**config.mk**
```make
export PLATFORM = sky130hd
export DESIGN_NAME = pwm_core_mc
export DESIGN_NICKNAME = d
export VERILOG_FILES = /design/src/rtl/pwm_core_mc.sv
export SDC_FILE = /design/constraint.sdc
export NUM_CORES = 1
export LEC_CHECK = 0
export ABC_AREA = 0
export BUFFER_PORTS_ARGS = -buffer_cell sky130_fd_sc_hd__buf_4
export CORE_MARGIN = 2
export CORE_UTILIZATION = 50
export CTS_CLUSTER_DIAMETER = 150
export DETAILED_ROUTE_END_ITERATION = 8
export MAX_ROUTING_LAYER = met4
export PLACE_DENSITY_LB_ADDON = 0.2
export SLEW_MARGIN = 0
export SYNTH_ARGS = -nofsm -noshare
export SYNTH_HDL_FRONTEND = slang
export SYNTH_SLANG_ARGS = --single-unit
```
**constraint.sdc**
```tcl
create_clock -name clk_i -period 5.5 [get_ports clk_i]
set_input_delay 1.1 -clock clk_i [delete_from_list [all_inputs] [get_ports clk_i]]
set_output_delay 1.1 -clock clk_i [all_outputs]
set_load 0.03 [all_outputs]
```
**src/rtl/pwm_core_mc.sv**
```systemverilog
// pwm_core_mc: multi-channel PWM timer core behind a simple synchronous
// register port.
//   clk_i, rst_i        : single clock, synchronous active-high reset
//   wr_en_i, rd_en_i    : one-cycle write strobe, read strobe
//   addr_i, wdata_i     : word index and write data
//   rdata_o             : combinational read data (0 when idle or unmapped)
//   pwm_o               : registered per-channel PWM outputs
//   irq_o               : overflow interrupt (ovif & ovie)
// Counting is edge-aligned (sawtooth) or center-aligned (triangle). Period
// and duty registers are double-buffered so that changes take effect at a
// period boundary.
module pwm_core_mc #(
  parameter int CHN_NUM    = 4,
  parameter int CNT_WIDTH  = 16,
  parameter int PSCR_WIDTH = 16
) (
  input  logic               clk_i,
  input  logic               rst_i,
  input  logic               wr_en_i,
  input  logic               rd_en_i,
  input  logic [4:0]         addr_i,
  input  logic [31:0]        wdata_i,
  output logic [31:0]        rdata_o,
  output logic [CHN_NUM-1:0] pwm_o,
  output logic               irq_o
);

  localparam logic [4:0] ADDR_CTRL = 5'd0;
  localparam logic [4:0] ADDR_PSCR = 5'd1;
  localparam logic [4:0] ADDR_CMP  = 5'd2;
  localparam logic [4:0] ADDR_STAT = 5'd3;
  localparam logic [4:0] ADDR_POL  = 5'd4;
  localparam logic [4:0] ADDR_CNT  = 5'd5;
  localparam int         ADDR_CR0  = 8;

  localparam logic [0:0] DIR_UP = 1'b0;
  localparam logic [0:0] DIR_DN = 1'b1;

  localparam logic [CNT_WIDTH-1:0]  CNT_ONE = CNT_WIDTH'(1);
  localparam logic [PSCR_WIDTH-1:0] PSC_ONE = PSCR_WIDTH'(1);

  logic                  ovie_q, ovie_d;
  logic                  en_q, en_d;
  logic                  cmode_q, cmode_d;
  logic                  ovif_q, ovif_d;
  logic [0:0]            dir_q, dir_d;
  logic [PSCR_WIDTH-1:0] pscr_q, pscr_d;
  logic [PSCR_WIDTH-1:0] psc_cnt_q, psc_cnt_d;
  logic [CNT_WIDTH-1:0]  cmp_pre_q, cmp_pre_d;
  logic [CNT_WIDTH-1:0]  cmp_act_q, cmp_act_d;
  logic [CNT_WIDTH-1:0]  cnt_q, cnt_d;
  logic [CHN_NUM-1:0]    pol_q, pol_d;
  logic [CHN_NUM-1:0]    pwm_q, pwm_d;
  logic [CNT_WIDTH-1:0]  cr_pre_q [CHN_NUM];
  logic [CNT_WIDTH-1:0]  cr_pre_d [CHN_NUM];
  logic [CNT_WIDTH-1:0]  cr_act_q [CHN_NUM];
  logic [CNT_WIDTH-1:0]  cr_act_d [CHN_NUM];

  logic wr_ctrl, clr, tick, upd;

  // Only the low bits of wdata_i are meaningful for most registers.
  logic unused_wdata;
  assign unused_wdata = ^wdata_i;

  assign wr_ctrl = wr_en_i && (addr_i == ADDR_CTRL);
  assign clr     = wr_ctrl && wdata_i[2];
  assign tick    = en_q && (psc_cnt_q >= pscr_q);

  always_comb begin
    ovie_d    = ovie_q;
    en_d      = en_q;
    cmode_d   = cmode_q;
    ovif_d    = ovif_q;
    dir_d     = dir_q;
    pscr_d    = pscr_q;
    psc_cnt_d = psc_cnt_q;
    cmp_pre_d = cmp_pre_q;
    cmp_act_d = cmp_act_q;
    cnt_d     = cnt_q;
    pol_d     = pol_q;
    pwm_d     = pwm_q;
    cr_pre_d  = cr_pre_q;
    cr_act_d  = cr_act_q;
    upd       = 1'b0;

    // Register port writes
    if (wr_en_i) begin
      case (addr_i)
        ADDR_CTRL: begin
          ovie_d  = wdata_i[0];
          en_d    = wdata_i[1];
          cmode_d = wdata_i[3];
        end
        ADDR_PSCR: pscr_d    = wdata_i[PSCR_WIDTH-1:0];
        ADDR_CMP:  cmp_pre_d = wdata_i[CNT_WIDTH-1:0];
        ADDR_POL:  pol_d     = wdata_i[CHN_NUM-1:0];
        default: begin
          for (int k = 0; k < CHN_NUM; k++) begin
            if (addr_i == 5'(ADDR_CR0 + k)) cr_pre_d[k] = wdata_i[CNT_WIDTH-1:0];
          end
        end
      endcase
    end

    // Prescaler: free-runs 0..PSCR while enabled, parked at 0 otherwise.
    if (!en_q || tick) psc_cnt_d = '0;
    else               psc_cnt_d = psc_cnt_q + PSC_ONE;

    // Counter step. CMP of 0 (and 1 in center mode) degenerates to a
    // counter stuck at 0 where every tick is a period boundary.
    if (tick && !clr) begin
      if (!cmode_q) begin
        if (cmp_act_q == '0 || cnt_q >= cmp_act_q - CNT_ONE) begin
          cnt_d = '0;
          upd   = 1'b1;
        end else begin
          cnt_d = cnt_q + CNT_ONE;
        end
      end else if (cmp_act_q <= CNT_ONE) begin
        cnt_d = '0;
        dir_d = DIR_UP;
        upd   = 1'b1;
      end else if (dir_q == DIR_UP) begin
        if (cnt_q >= cmp_act_q - CNT_ONE) begin
          dir_d = DIR_DN;
          cnt_d = cnt_q - CNT_ONE;
        end else begin
          cnt_d = cnt_q + CNT_ONE;
        end
      end else begin
        if (cnt_q == '0) begin
          dir_d = DIR_UP;
          cnt_d = cnt_q + CNT_ONE;
          upd   = 1'b1;
        end else begin
          cnt_d = cnt_q - CNT_ONE;
        end
      end
    end

    if (clr) begin
      cnt_d     = '0;
      dir_d     = DIR_UP;
      psc_cnt_d = '0;
    end

    // Shadows track the preload continuously while stopped so that a
    // restart always begins with the programmed values.
    if (upd || clr || !en_q) begin
      cmp_act_d = cmp_pre_q;
      cr_act_d  = cr_pre_q;
    end

    // Set has priority over a simultaneous write-1-to-clear.
    if (wr_en_i && addr_i == ADDR_STAT && wdata_i[0]) ovif_d = 1'b0;
    if (upd && ovie_q) ovif_d = 1'b1;

    for (int k = 0; k < CHN_NUM; k++) begin
      pwm_d[k] = en_q ? ((cnt_q < cr_act_q[k]) ^ pol_q[k]) : pol_q[k];
    end
  end

  always_ff @(posedge clk_i) begin
    if (rst_i) begin
      ovie_q    <= 1'b0;
      en_q      <= 1'b0;
      cmode_q   <= 1'b0;
      ovif_q    <= 1'b0;
      dir_q     <= DIR_UP;
      pscr_q    <= '0;
      psc_cnt_q <= '0;
      cmp_pre_q <= '0;
      cmp_act_q <= '0;
      cnt_q     <= '0;
      pol_q     <= '0;
      pwm_q     <= '0;
      for (int k = 0; k < CHN_NUM; k++) begin
        cr_pre_q[k] <= '0;
        cr_act_q[k] <= '0;
      end
    end else begin
      ovie_q    <= ovie_d;
      en_q      <= en_d;
      cmode_q   <= cmode_d;
      ovif_q    <= ovif_d;
      dir_q     <= dir_d;
      pscr_q    <= pscr_d;
      psc_cnt_q <= psc_cnt_d;
      cmp_pre_q <= cmp_pre_d;
      cmp_act_q <= cmp_act_d;
      cnt_q     <= cnt_d;
      pol_q     <= pol_d;
      pwm_q     <= pwm_d;
      cr_pre_q  <= cr_pre_d;
      cr_act_q  <= cr_act_d;
    end
  end

  // Read mux: CMP/CRk return the preload copy; clr always reads 0.
  always_comb begin
    rdata_o = '0;
    if (rd_en_i) begin
      case (addr_i)
        ADDR_CTRL: rdata_o = {28'd0, cmode_q, 1'b0, en_q, ovie_q};
        ADDR_PSCR: rdata_o = 32'(pscr_q);
        ADDR_CMP:  rdata_o = 32'(cmp_pre_q);
        ADDR_STAT: rdata_o = {31'd0, ovif_q};
        ADDR_POL:  rdata_o = 32'(pol_q);
        ADDR_CNT:  rdata_o = 32'(cnt_q);
        default: begin
          for (int k = 0; k < CHN_NUM; k++) begin
            if (addr_i == 5'(ADDR_CR0 + k)) rdata_o = 32'(cr_pre_q[k]);
          end
        end
      endcase
    end
  end

  assign pwm_o = pwm_q;
  assign irq_o = ovif_q & ovie_q;

endmodule
```
==> out/qor.txt <==
vias in the first global route - 10500
Worst-path clk slew - 0.06 ns
Post-Syn Instances - 1612
PortBufs - 45
Leakage - 4.93 nW
CP Launch Point - cmp_act_q[4]
synthesis-to-finish area growth - 9.88%
CP required - 5.92 ns
Setup TNS - 0 ns
multi-input gate area in the final layout - 0.00754 mm^2
# DRC - 0
register area - 0.00442 mm^2
wire per inst - 18.9 um
CTS Root Cell - clkbuf_16
clock buffer depth - 3
share of cells above drive strength 1 - 17.3%
Worst-Margin Slew - 1.17 ns
PwrDens - 254 mW/mm^2
Detailed Route Iter0 Violations - 969
std cell rows - 58
area leader, netlist - dfxtp_1
HP Class - flop to flop
TritonCTS buffer count - 25
Worst Setup Start Kind - flop
skew final - 0.00896 ns
commonest non-fill, non-tap cell in the layout - nand2_1
die height - 164 um
Fin. Hold Viols - 0
post-synth top area share - 34.5%
largest net degree at the start of global routing - 119
Crit. End Element - flop
H-tree depth - 1
class of the most critical setup path - flop to flop
cell area after synthesis - 0.0128 mm^2
routed wire length - 36800 um
max cap viols - 0
Pre-antenna DRT Iters - 5
r2r startpoint - cmp_act_q[4]
worst-path maximum fanout - 8
worst-skew pair later-pin latency - 0.53 ns
Syn Area/Cell - 7.95 um^2
register area share after synthesis - 34.5%
DP Wirelength - 25600 um
commonest non-fill, non-tap cells in the layout - 312 x nand2_1, 221 x dfxtp_1, 129 x a21oi_1, 99 x ha_1, 92 x inv_1
Setup Fix Bufs, Post-CTS - 0
fin util - 55.9%
worst vdd ir - 0.239 mV
die width - 164 um
Hold Buf Count CTS - 0
Critical Path AT - 4.70 ns
nets@finish - 1740
CTS tree - built
hold_sp - cr_act_q[45]
antenna violations before repair - 0
RSZ-0062 raised after global routing - no
via count - 11300
Finish-stage setup viols - 0
main area contributors after synthesis - dfxtp_1 35%, ha_1 9.7%, nand2_1 9.1%
Worst slew margin - 21.7%
first-pass GRT wire length - 57900 um
Slew Limit Fails - 0
Placer Congestion - 0.911
final worst-path cycle share - 77.9%
number of synthesized flops with an enable pin - 0
post-route ant nets - 0
die footprint - 0.0269 mm^2
Core ar. - 0.0252 mm^2
Yosys cell types - 67
post-route insts no fill - 1949
ant diodes - 0
vias per std cell - 5.78
YS warnings - 0
Fmax - 0.233 GHz
FILL cells - 2372
Final min period - 4.29 ns
# placed instances - 1903
top_reg_cell synth - dfxtp_1
total clock sinks - 221
GRT Residual Overflow - 0
post-CTS sizing - 0
status - complete, no violations
Tot GR Track Use - 28.2%
Async SR Flop Fraction - 0%
# IOs - 78
#FFs+latches synth - 221
Initial Utilization - 50.9%
==> kinds of logic after synthesis <==
kind of cell               after synthesis  share of synthesized area, %
other                                    1                        0.0293
muxes                                   23                          1.83
DFF                                    221                          34.5
and+or+nand+nor                        630                          23.1
buffers and inverters                  206                          7.17
xor gates and xnor gates                36                          2.46
adders and majority gates               99                          9.67
AOI/OAI and AO/OA                      396                          21.2
==> flip-flops by register name, indices dropped and copies added (netlist names), 4 cells and up <==
signal     flops
pol_q          4
cmp_pre_q     16
cnt_q         16
pwm_o          4
pscr_q        16
cmp_act_q     16
psc_cnt_q     16
cr_act_q      64
cr_pre_q      64
==> cell usage after synthesis, types with 18 or more instances <==
cell type,number
a22oi_1,28
xnor2_1,18
nand3_1,26
nand4_1,22
xor2_1,18
nor2_1,74
nor3_1,31
inv_1,92
ha_1,99
dfxtp_1,221
mux2i_1,20
a21oi_1,129
nand2_1,312
a21oi_2,81
nand2_2,80
clkbuf_1,82
o21ai_0,45
==> worst max-delay path, stage by stage (launching register included) <==
cell	delay, ns
dfxtp_1	0.36
nor4_1	0.68
nand4_1	0.33
nor4_1	0.34
xnor2_1	0.11
ha_1	0.30
nand2_1	0.07
nor3_1	0.27
inv_1	0.06
o21ai_0	0.54
o21ai_4	0.24
a21oi_2	0.45
o21ai_0	0.14
a32o_1	0.28
==> report_power, final <==
group / leakage (nW) / switching, mW / internal, mW
logic: 2.72 / 0.126 / 0.0429
clock network: 0.436 / 0.700 / 1.09
registers: 1.78 / 0.00831 / 1.61
total: 4.93 / 0.835 / 2.74
==> final timing paths <==
check	end	depth (start not counted)	slack, ns
max	cnt_q[11]	13	1.21
min	cr_act_q[45]	2	0.46
max reg2reg	cnt_q[11]	13	1.21
min reg2reg	cr_act_q[45]	2	0.46
==> layout make-up <==
| cell class | count | area share, % |
|---|---|---|
| Clock buffer | 33 | 5.01 |
| Multi-Input combinational cell | 1200 | 53.5 |
| Tap cell | 330 | 2.93 |
| Timing Repair Buffer | 60 | 3.42 |
| Clock inverter | 13 | 1.22 |
| Sequential cell | 221 | 31.4 |
| Inverter | 92 | 2.45 |
==> metal layers <==
layer | wire length (um) | track usage, % | vias to the layer above
met5 | 0 | - | -
met4 | 1430 | 10.6 | 0
met3 | 2410 | 3.66 | 82
met2 | 16200 | 42.9 | 382
met1 | 16700 | 38.4 | 5297
li1 | - | - | 5512
==> stage by stage <==
step	power (mW)	instance area (um^2)	hold WS (ns)	setup slack, ns
after floorplan	1.77	12900	0.426	1.41
after detailed placement	1.82	13200	0.450	1.32
after global routing	3.68	14100	0.472	0.865
after CTS	3.60	14100	0.460	1.28
after global placement	1.82	13200	0.438	1.33
final	3.58	14100	0.457	1.21
Note: power is estimated with default switching activity, not from simulation.
